`config.mk`:
```
export PLATFORM = sky130hd
export DESIGN_NAME = alu_cmd_queue
export DESIGN_NICKNAME = d
export VERILOG_FILES = /design/src/rtl/alu_cmd_queue.sv
export SDC_FILE = /design/constraint.sdc
export NUM_CORES = 1
export LEC_CHECK = 0
export BUFFER_PORTS_ARGS = -buffer_cell sky130_fd_sc_hd__buf_2
export CAP_MARGIN = 20
export CORE_MARGIN = 5
export CORE_UTILIZATION = 51
export CTS_BUF_LIST = sky130_fd_sc_hd__clkbuf_2
export CTS_CLUSTER_SIZE = 25
export DETAILED_ROUTE_END_ITERATION = 12
export PLACE_DENSITY = 0.77
export SLEW_MARGIN = 5
export SYNTH_ARGS = -nofsm -noshare
export SYNTH_HDL_FRONTEND = slang
export SYNTH_SLANG_ARGS = --single-unit
```
`constraint.sdc`:
```
create_clock -name clk -period 2.15 [get_ports clk]
set_input_delay 0.215 -clock clk [delete_from_list [all_inputs] [get_ports clk]]
set_output_delay 0.215 -clock clk [all_outputs]
set_load 0.1 [all_outputs]
```
`src/rtl/alu_cmd_queue.sv`:
```
// Command FIFO in front of an external combinational 4-bit ALU, with a
// registered result stage drained through a valid/ready handshake.
module alu_cmd_queue #(
  parameter int DEPTH = 4
) (
  input  logic                     clk,
  input  logic                     rst_n,
  input  logic                     cmd_valid,
  output logic                     cmd_ready,
  input  logic [3:0]               cmd_a,
  input  logic [3:0]               cmd_b,
  input  logic [1:0]               cmd_op,
  output logic [3:0]               alu_a,
  output logic [3:0]               alu_b,
  output logic [1:0]               alu_sel,
  input  logic [3:0]               alu_y,
  input  logic                     alu_cout,
  output logic                     res_valid,
  input  logic                     res_ready,
  output logic [3:0]               res_y,
  output logic                     res_cout,
  output logic [1:0]               res_op,
  output logic [$clog2(DEPTH):0]   count
);

  localparam int PW = $clog2(DEPTH);
  localparam int CW = PW + 1;
  localparam logic [CW-1:0] FullCount = CW'(DEPTH);

  typedef struct packed {
    logic [3:0] a;
    logic [3:0] b;
    logic [1:0] op;
  } cmd_t;

  cmd_t           mem_q [DEPTH];
  logic [PW-1:0]  wrPtr_q, wrPtr_d;
  logic [PW-1:0]  rdPtr_q, rdPtr_d;
  logic [CW-1:0]  count_q, count_d;
  logic           resValid_q, resValid_d;
  logic [3:0]     resY_q, resY_d;
  logic           resCout_q, resCout_d;
  logic [1:0]     resOp_q, resOp_d;

  logic           full;
  logic           empty;
  logic           push;
  logic           issue;
  cmd_t           head;

  assign full  = (count_q == FullCount);
  assign empty = (count_q == '0);
  assign push  = cmd_valid && !full;
  assign issue = !empty && (!resValid_q || res_ready);
  assign head  = mem_q[rdPtr_q];

  // Storage is never reset; entries only become visible once count covers them.
  always_ff @(posedge clk) begin
    if (push) begin
      mem_q[wrPtr_q] <= '{a: cmd_a, b: cmd_b, op: cmd_op};
    end
  end

  always_comb begin
    wrPtr_d = wrPtr_q;
    rdPtr_d = rdPtr_q;
    count_d = count_q;
    if (push) begin
      wrPtr_d = wrPtr_q + PW'(1);
    end
    if (issue) begin
      rdPtr_d = rdPtr_q + PW'(1);
    end
    case ({push, issue})
      2'b10:   count_d = count_q + CW'(1);
      2'b01:   count_d = count_q - CW'(1);
      default: count_d = count_q;
    endcase
  end

  // Carry out of the ALU is meaningless for logic ops, so it is masked here.
  always_comb begin
    resValid_d = resValid_q;
    resY_d     = resY_q;
    resCout_d  = resCout_q;
    resOp_d    = resOp_q;
    if (issue) begin
      resValid_d = 1'b1;
      resY_d     = alu_y;
      resCout_d  = alu_sel[1] ? 1'b0 : alu_cout;
      resOp_d    = alu_sel;
    end else if (resValid_q && res_ready) begin
      resValid_d = 1'b0;
    end
  end

  always_ff @(posedge clk or negedge rst_n) begin
    if (!rst_n) begin
      wrPtr_q    <= '0;
      rdPtr_q    <= '0;
      count_q    <= '0;
      resValid_q <= 1'b0;
      resY_q     <= '0;
      resCout_q  <= 1'b0;
      resOp_q    <= '0;
    end else begin
      wrPtr_q    <= wrPtr_d;
      rdPtr_q    <= rdPtr_d;
      count_q    <= count_d;
      resValid_q <= resValid_d;
      resY_q     <= resY_d;
      resCout_q  <= resCout_d;
      resOp_q    <= resOp_d;
    end
  end

  assign cmd_ready = !full;
  assign alu_a     = empty ? 4'd0 : head.a;
  assign alu_b     = empty ? 4'd0 : head.b;
  assign alu_sel   = empty ? 2'd0 : head.op;
  assign res_valid = resValid_q;
  assign res_y     = resY_q;
  assign res_cout  = resCout_q;
  assign res_op    = resOp_q;
  assign count     = count_q;

endmodule

```
Yosys cells after proc, flatten, opt, wreduce, memory -nomap -nowiden
Memories as Yosys holds them, arrays and structs flattened.
Cells that the tools add are included.

operators by class
  equal/unequal tests = 3
  multiplexer cells = 9
  reduce and logical (&&, ||, !) cells = 10
  $add $sub $neg = 4

operators by type and width
  cell                   count
  $mux W4                2
  $pmux W3 S2            1
  $mux W1                5
  $add A2 B1 Y2 const B  2
  $reduce_bool A2 Y1     2
  $add A3 B1 Y3 const B  1
  $eq A3 B3 Y1 const B   1
  $logic_and A1 B1 Y1    3
  $logic_not A1 Y1       3
  $logic_not A3 Y1       1
  $sub A3 B1 Y3 const B  1
  $eq A2 B1 Y1 const B   1
  $eq A2 B2 Y1 const B   1
  $mux W2                1
  $logic_or A1 B1 Y1     1

word-level totals
  output and inout bits = 22
  memories kept = 1
  memory bits (writable) = 40
  register bits after elaboration = 15

memories
  name   depth  bits a word  read ports  clocked after Yosys merged registers in  wr ports  RTL line  RTL
  mem_q  4      10           1           0                                        1         36        cmd_t mem_q [DEPTH];

Longest topological paths before layout
Gate-level depths: netlist of run 1.

  depth after elaboration = 5
  mapped depth = 9
  gate-level depth less buffers = 9

Least setup slack after synthesis of run 1
No wires, ideal clock.

  path kind = register -> output
  start = reg count_q[0] (netlist: count[0])
  end = out alu_a[0]
  arrival = 2,759 ps
  setup slack = -824 ps
  buffers on the path = 1
  stages on the path, launching flop included = 4
  cell sequence = dfrtp_1 > nor3_1 > clkbuf_1 > nor2b_1

between the ends
  word-level cells in the longest chain between the ends = 2

RTL lines
  item                      RTL line  RTL
  start: declaration        39        logic [CW-1:0] count_q, count_d;
  start signal: assignment  109       count_q <= count_d;
  $logic_not A3 Y1          52        assign empty = (count_q == '0);
  $mux W4                   118       assign alu_a = empty ? 4'd0 : head.a;
  end: declaration          13        output logic [3:0] alu_a,

No other way between the ends.

Final worst setup path of run 1
  start = reg rdPtr_q[0]
  end = out alu_a[2]

between the ends
  word-level cells in the longest chain between the ends = 2

RTL lines
  item                      RTL line  RTL
  start: declaration        38        logic [PW-1:0] rdPtr_q, rdPtr_d;
  start signal: assignment  108       rdPtr_q <= rdPtr_d;
  $mem_v2 Z4 W10            -
  $mux W4                   118

No other way between the ends.

==> metrics.yaml, run 1 <==
status: "finished clean"
multi_input_area_um2: 712
top_layer: "met4"
cp-start-kind: "register"
track_usage_pct: 16.7
synthCells: 119
area_growth_pct: 36.2
timing.setup.tns_ns: 0
root_buffer: "clkbuf_2"
ant_nets: 0
finalCriticalPeriod_ns: 2.12
final_cells: 243
yosysSeqAreaShare_pct: 70.4
cts.sinks: 55
yosys.area.top_type: "edfxtp_1"
fin_skew_ns: 0.0277
synthFlopType: "edfxtp_1"
worstSetupPathType: "reg2out"
n_antenna_cell: 0
h-tree-depth: 2
via_count: 1288
crit_end: "alu_a[2]"
cp.buffers_inverters: 2
async_flop_share_pct: 27.3
setup_viol: 0
yosys.cell_types.count: 24
required_ns: 1.93
drt_pass1_iterations: 5
clock_latency_ns: 0.44
vias_per_cell: 5.30
rsz0062_at_grt: "yes"
synth_edf_count: 40
rows: 24
fmax_mhz: 472
fillers: 277
cp_slowest_stage_delay_ns: 0.48
place_area_mm2: 0.00258
wirelength_mm: 4.47
reg2reg_depth: 9
rr_endpoint: "count[2]"
cts_tree: "done"
path_common_cell: "buf_6"
rr_startpoint: "count[0]"
dr_wl_met3_um: 151
drcViolationCount: 0
slowest_stage: "mux4_2"
coreArea_mm2: 0.00429
wl_met1_mm: 1.68
final_area_mm2: 0.00305
dp_cells: 213
cp_top_family: "multiplexers"
finalMaxSlewViolations: 0
grt_overflow_total: 0
worstHoldPathType: "in2reg"
final-hold-violation-count: 0
fin_crit_sh_pct: 98.6
clockBufferDepth: 2
grt_pass1_wl_mm: 7.39
layout.nets: 215
relSlewSlack_pct: 66.3
grt_pass1_vias: 1431
worstMarginPinSlew_ns: 0.508
routedWlPerCell_um: 18.4
gp_congestion: 0.715
worstPathCellList: "buf_6, mux4_2, and2b_1, buf_6"
synthTopCellsByArea: "edfxtp_1 (54%), dfrtp_1 (17%), mux4_2 (10%)"
rrSetupSlack_ns: 0.06
worst-path-max-fanout: 5
syn_nets: 144
yosys_warnings: 0
hpwl_mm: 2.92
endpoint_kind: "output pin"
crit_arrival_ns: 1.91
drive_gt1_share_pct: 53.4
cp.depth: 4
wl_met2_mm: 2.58
die_y_um: 76.3
syn_area_per_cell_um2: 18.8
die_area_mm2: 0.00582
antenna_found_initial: 0
io_buffers: 40
numCtsBuffers: 5
cap_violations: 0
ios: 41
seqCellArea_mm2: 0.00159
synth.most_common_cell: "edfxtp_1"
ys_ff_latch: 55
path_clk_slew_ns: 0.25
synth_top_area_share_pct: 53.6
synth_common_cells: "edfxtp_1 (40), dfrtp_1 (15), nor2b_1 (11), mux4_2 (10), mux2_2 (7)"
synth_area_mm2: 0.00224
die-width_um: 76.3
drt_iter0_markers: 117
grt_max_degree: 17
place_ws_ns: 0.0399
start_util_pct: 52.2
crit_path_start: "rdPtr_q[0]"
setup_slack_ns: 0.0294
state kept, by name, indices dropped and copies added (netlist names):
register   cells
res_y          4
wrPtr_q        2
rdPtr_q        2
mem_q         40
res_valid      1
res_cout       1
count          3
res_op         2
through the flow:
stage | hold WS, ns | util, %
5_1_grt | 0.0149 | 71.1
2_1_floorplan | -0.0806 | -
3_5_place_dp | 0.147 | 60.1
3_3_place_gp | 0.123 | 60.1
6_report | 0.0365 | 71.1
4_1_cts | 0.0164 | 68.5
placed cells by master, fill, tap and decap left out, types with 2 or more instances in the layout:
cell type      count
clkbuf_2           6
buf_12            11
dlygate4sd3_1     15
inv_1              4
inv_2              2
and3_2             4
dfrtp_4            3
xnor2_1            2
buf_4              8
nor2b_4            9
xor2_1             4
ha_1               4
buf_2             30
nor2b_1            2
mux4_2            10
buf_6              4
mux2_2             7
edfxtp_1          40
dfrtp_1           11
how the worst min path moves through the flow:
stage,startpoint,end,slack [ns],cells past startpoint
finish,res_ready,res_valid,0.04,3
global route,res_ready,res_valid,0.01,3
CTS,res_ready,res_valid,0.02,3
detailed placement,rst_n,res_y[3],0.15,1
global placement,rst_n,res_cout,0.12,1
floorplan,rst_n,rdPtr_q[0],-0.08,0
final cells by class:
type / instances / share of cell area [%]
Clock buffer: 6 / 0.984
Timing Repair Buffer: 68 / 20.5
Clock inverter: 2 / 0.287
Tap cell: 52 / 2.13
Inverter: 6 / 0.738
Sequential cell: 55 / 52.0
Multi-Input combinational cell: 54 / 23.3
per-layer routing:
layer | global-route usage, % | vias up
met5 | 0 | -
met4 | 6.29 | 0
met3 | 3.90 | 6
met2 | 30.6 | 27
met1 | 18.6 | 671
li1 | - | 584
logic make-up (layout without fill, tap and decap cells):
family	after synthesis	in the layout	synth area share, %
adder cells (fa/ha/maj)	6	6	3.69
AND/OR/NAND/NOR	23	23	6.87
multiplexers	19	19	14.7
XOR/XNOR	6	6	2.35
buffers and inverters	10	82	2.07
flip-flops	55	55	70.4
worst reg2reg max path: cells and delay by family, from the launching register on:
kind                     cells  cell delay (ns)
AND/OR/NAND/NOR              3             0.66
flip-flops                   1             0.53
adder cells (fa/ha/maj)      2             0.47
XOR/XNOR                     2             0.28
buffers and inverters        2             0.10
what timing repair did:
item	CTS	global route
hold endpoints to repair	59	0
setup endpoints to repair	11	11
resized for setup	33	19
hold buffers	15	0
pin swaps	0	3
buffers inserted	4	3
Power of run 1 is not shown: default switching activity piles up to over one toggle a cycle in this logic, so the estimate is an artifact.
==> run 2, diff against run 1 <==
--- a/config.mk
+++ b/config.mk
@@ -7,12 +7,14 @@
 export LEC_CHECK = 0
 export BUFFER_PORTS_ARGS = -buffer_cell sky130_fd_sc_hd__buf_2
 export CAP_MARGIN = 20
+export CELL_PAD_IN_SITES_DETAIL_PLACEMENT = 1
+export CELL_PAD_IN_SITES_GLOBAL_PLACEMENT = 2
 export CORE_MARGIN = 5
-export CORE_UTILIZATION = 51
+export CORE_UTILIZATION = 38
 export CTS_BUF_LIST = sky130_fd_sc_hd__clkbuf_2
 export CTS_CLUSTER_SIZE = 25
 export DETAILED_ROUTE_END_ITERATION = 12
-export PLACE_DENSITY = 0.77
+export PLACE_DENSITY_LB_ADDON = 0.1
 export SLEW_MARGIN = 5
 export SYNTH_ARGS = -nofsm -noshare
 export SYNTH_HDL_FRONTEND = slang
==> run 2 against run 1 <==
Compared with the run above: cell area up 0.37%; critical endpoint unchanged; non-clock buffer count grew 1; sequential share of layout area is 0.19 points lower; routed wire length grew 2.3%; setup slack better by 0.0075 ns; flip-flop and latch count unchanged; die area up 29%; clock-buffer cell count rose by 1; register-to-register slack hardly changed; first-iteration DRC count is 67% lower; global-route usage shrank 3.5 points; via count shrank 0.23%.
==> metrics.yaml, run 2 (synthesized netlist as in run 1, its figures left out) <==
n_antenna_cell: 0
fin_crit_sh_pct: 98.3
start_util_pct: 38.5
io_buffers: 40
cts_tree: "done"
use_met1_pct: 15.5
path_clk_slew_ns: 0.24
multi_input_area_um2: 691
ios: 41
fin_skew_ns: 0.0127
grt.busiest_layer: "met2"
hp-start: "res_ready"
h-tree-depth: 2
clockBufferDepth: 2
numCtsBuffers: 5
relSlewSlack_pct: 67.0
area_growth_pct: 36.7
largest_reg_flops: 40
grt_pass1_vias: 1442
setup_viol: 0
whs_endpoint: "res_valid"
drt_pass1_iterations: 2
final-hold-violation-count: 0
status: "finished clean"
cts.sinks: 55
via_count: 1285
rr_startpoint: "count[0]"
rows: 28
worstSetupPathType: "reg2out"
vias_per_cell: 4.81
antenna_found_initial: 0
cp-start-kind: "register"
root_buffer: "clkbuf_2"
track_usage_pct: 13.2
die_area_mm2: 0.00753
wirelength_mm: 4.57
die_y_um: 86.8
rrSetupSlack_ns: 0.05
gp_congestion: 0.747
drt_iter0_markers: 39
endpoint_kind: "output pin"
reg2reg_depth: 9
mostFrequentLayoutCells: "edfxtp_1 (40), buf_2 (30), dlygate4sd3_1 (15), dfrtp_1 (11)"
rr_endpoint: "count[2]"
die-width_um: 86.8
seqCellArea_mm2: 0.00159
layout_commonest_cell: "edfxtp_1"
grt_overflow_total: 0
grt_max_degree: 17
met3_usage_pct: 3.14
required_ns: 1.93
rsz0062_at_grt: "yes"
hpwl_mm: 3.10
finalCriticalPeriod_ns: 2.11
holdPathStages: 3
regMostFlops: "mem_q"
hold_slack_ns: 0.0845
drive_gt1_share_pct: 54.2
worst-path-max-fanout: 6
ant_nets: 0
worstHoldPathType: "in2reg"
grt_use_met2_pct: 24.0
finalMaxSlewViolations: 0
worstMarginPinSlew_ns: 0.499
fillers: 577
layout.nets: 216
drcViolationCount: 0
final_util_pct: 52.7
coreArea_mm2: 0.00582
crit_arrival_ns: 1.90
grt_pass1_wl_mm: 7.36
routedWlPerCell_um: 17.1
cap_violations: 0
fmax_mhz: 473
clock_latency_ns: 0.40
## run 2: worst max path at each step
stage,startpoint,to,slack (ns),cells past startpoint
2_1_floorplan,count[1],count[2],-0.32,9
3_3_place_gp,count[1],count[2],0.07,9
3_5_place_dp,count[1],count[2],0.01,9
4_1_cts,rdPtr_q[0],alu_sel[1],-0.01,4
5_1_grt,rdPtr_q[0],alu_a[2],-0.06,4
6_report,rdPtr_q[0],alu_a[2],0.04,4
## run 2: area by class of cell
type	count	area share [%]
multi-input cells	54	22.5
clock buffers	7	1.14
inverters	6	0.735
well taps	75	3.06
repair buffers	69	19.7
flip-flops and latches	55	51.9
clock inverters	1	0.980
## run 2: what timing repair did
item	in CTS	in global routing
hold buffers	15	0
endpoints found under the setup margin	11	11
buffers inserted	5	3
gates resized for setup	15	29
endpoints found under the hold margin	59	0
pin swaps	1	4
## run 2: per-layer routing
| metal | vias up | share of wire (%) |
|---|---|---|
| li1 | 584 | - |
| met1 | 675 | 40 |
| met2 | 22 | 56 |
| met3 | 4 | 3.7 |
| met4 | 0 | 0.83 |
| met5 | - | 0 |
## run 2: critical path, cell delays in order (launching register included)
cell	delay [ns]
dfrtp_1	0.44
buf_6	0.16
mux4_2	0.50
and2b_1	0.20
buf_6	0.19
## run 2: stage by stage
step | setup TNS (ns) | cells | setup slack (ns) | instance area [um^2]
global route | -0.103 | 267 | -0.0568 | 3060
CTS | -0.0123 | 264 | -0.0123 | 2920
finish | 0 | 267 | 0.0369 | 3060
detailed placement | 0 | 236 | 0.0123 | 2610
floorplan | -0.503 | 119 | -0.316 | 2290
global placement | 0 | 236 | 0.0658 | 2610
Power of run 2 is left out for the same reason.
==> run 3, diff against run 2 <==
--- a/config.mk
+++ b/config.mk
@@ -9,6 +9,7 @@
 export CAP_MARGIN = 20
 export CELL_PAD_IN_SITES_DETAIL_PLACEMENT = 1
 export CELL_PAD_IN_SITES_GLOBAL_PLACEMENT = 2
+export CORE_ASPECT_RATIO = 0.9
 export CORE_MARGIN = 5
 export CORE_UTILIZATION = 38
 export CTS_BUF_LIST = sky130_fd_sc_hd__clkbuf_2
==> run 3 against run 2 <==
Compared with the run above: routed wire length fell by 2.9%; clock skew increased by 0.016 ns; cell count down 2.2%; cell area decreased by 0.45%; die area about the same; non-clock buffer count down 1; worst hold slack better by 0.0025 ns; critical path type unchanged.
==> metrics.yaml, run 3 (synthesized netlist as in run 1, its figures left out) <==
grt_pass1_vias: 1410
layout_commonest_cell: "edfxtp_1"
mostFrequentLayoutCells: "edfxtp_1 (40), buf_2 (30), dlygate4sd3_1 (15), dfrtp_1 (11), mux4_2 (10)"
relSlewSlack_pct: 66.9
drt_pass1_iterations: 3
fin_crit_sh_pct: 98.4
rsz0062_at_grt: "yes"
antenna_found_initial: 0
gp_congestion: 0.718
h-tree-depth: 2
worstPathCellList: "buf_6, mux4_2, and2b_1, buf_6"
clockBufferDepth: 2
wirelength_mm: 4.44
clock_latency_ns: 0.42
io_buffers: 40
cap_violations: 0
routedWlPerCell_um: 17.0
largest_reg_flops: 40
drcViolationCount: 0
fin_skew_ns: 0.0285
final_area_mm2: 0.00305
regMostFlops: "mem_q"
cts.sinks: 55
die_area_mm2: 0.00753
cp_top_family: "multiplexers"
ios: 41
worstSetupPathType: "reg2out"
path_common_cell: "buf_6"
timing.setup.tns_ns: 0
die_y_um: 82.9
worstHoldPathType: "in2reg"
grt_pass1_wl_mm: 7.26
rows: 26
via_count: 1251
root_buffer: "clkbuf_2"
cp-start-kind: "register"
grt_max_degree: 17
finalMaxSlewViolations: 0
setup_viol: 0
cp.buffers_inverters: 2
ant_nets: 0
required_ns: 1.93
numCtsBuffers: 5
worst-path-max-fanout: 8
cts_tree: "done"
dp_cells: 231
fmax_mhz: 473
path_clk_slew_ns: 0.24
die-width_um: 90.9
area_growth_pct: 36.1
n_antenna_cell: 0
final_cells: 261
hpwl_mm: 3.03
crit_arrival_ns: 1.90
endpoint_kind: "output pin"
cp_slowest_stage_delay_ns: 0.51
track_usage_pct: 12.3
fillers: 535
start_util_pct: 39.4
drive_gt1_share_pct: 53.9
drt_iter0_markers: 30
worstMarginPinSlew_ns: 0.501
coreArea_mm2: 0.00569
layout.nets: 215
grt_overflow_total: 0
place_area_mm2: 0.00260
finalCriticalPeriod_ns: 2.12
slowest_stage: "mux4_2"
hold_slack_ns: 0.0870
final-hold-violation-count: 0
status: "finished clean"
vias_per_cell: 4.79
-- run 3: cell types whose count changed in the layout (fill, tap and decap cells not counted), sizes merged --
cell,delta
clkinvlp,+1
bufinv,-1
buf,-1
-- run 3: per-layer routing --
| metal | GRT usage, % | wire [um] | vias to the layer above |
|---|---|---|---|
| li1 | - | - | 582 |
| met1 | 15.7 | 1830 | 639 |
| met2 | 20.8 | 2390 | 23 |
| met3 | 3.16 | 170 | 7 |
| met4 | 3.20 | 51 | 0 |
| met5 | 0 | 0 | - |
-- run 3: metrics by stage --
stage | setup slack (ns) | utilization (%)
3_5_place_dp | 0.0208 | 45.7
4_1_cts | -0.00285 | 50.5
3_3_place_gp | 0.0653 | 45.7
5_1_grt | -0.0916 | 53.6
2_1_floorplan | -0.316 | -
6_report | 0.0342 | 53.6
-- run 3: worst paths after layout --
kind / to / start / slack [ns] / cells past startpoint
max in group asynchronous: count[0] / rst_n / 1.67 / 2
min in group asynchronous: res_cout / rst_n / 0.19 / 2
hold / removal: res_valid / res_ready / 0.09 / 3
setup / recovery: alu_a[2] / rdPtr_q[0] / 0.03 / 4
hold reg to reg: res_op[1] / res_op[1] / 0.54 / 1
setup reg to reg: count[2] / count[0] / 0.06 / 9
-- run 3: worst reg2reg max path, stage by stage, from the launching register on --
cell and delay (ns):
dfrtp_4 0.52, or3b_4 0.40, and2_4 0.15, inv_2 0.05
ha_4 0.13, inv_2 0.04, fa_2 0.32, xor2_1 0.15
nor2_1 0.12, xor2_1 0.15
-- run 3: cell type report --
class	instances	area, um^2	share of cell area, %
Inverter	6	22.5	0.738
Clock buffer	7	35.0	1.15
Clock inverter	1	7.51	0.246
Sequential cell	55	1590	52.1
Multi-Input combinational cell	54	701	23.0
Tap cell	70	87.6	2.87
Timing Repair Buffer	68	608	19.9
-- run 3: timing repair --
item,in CTS,in global routing
hold endpoints to repair,57,1
pin swaps,1,4
buffers inserted,4,3
hold buffers,14,1
setup endpoints to repair,11,11
resized for setup,17,32
Power of run 3 is left out for the same reason.
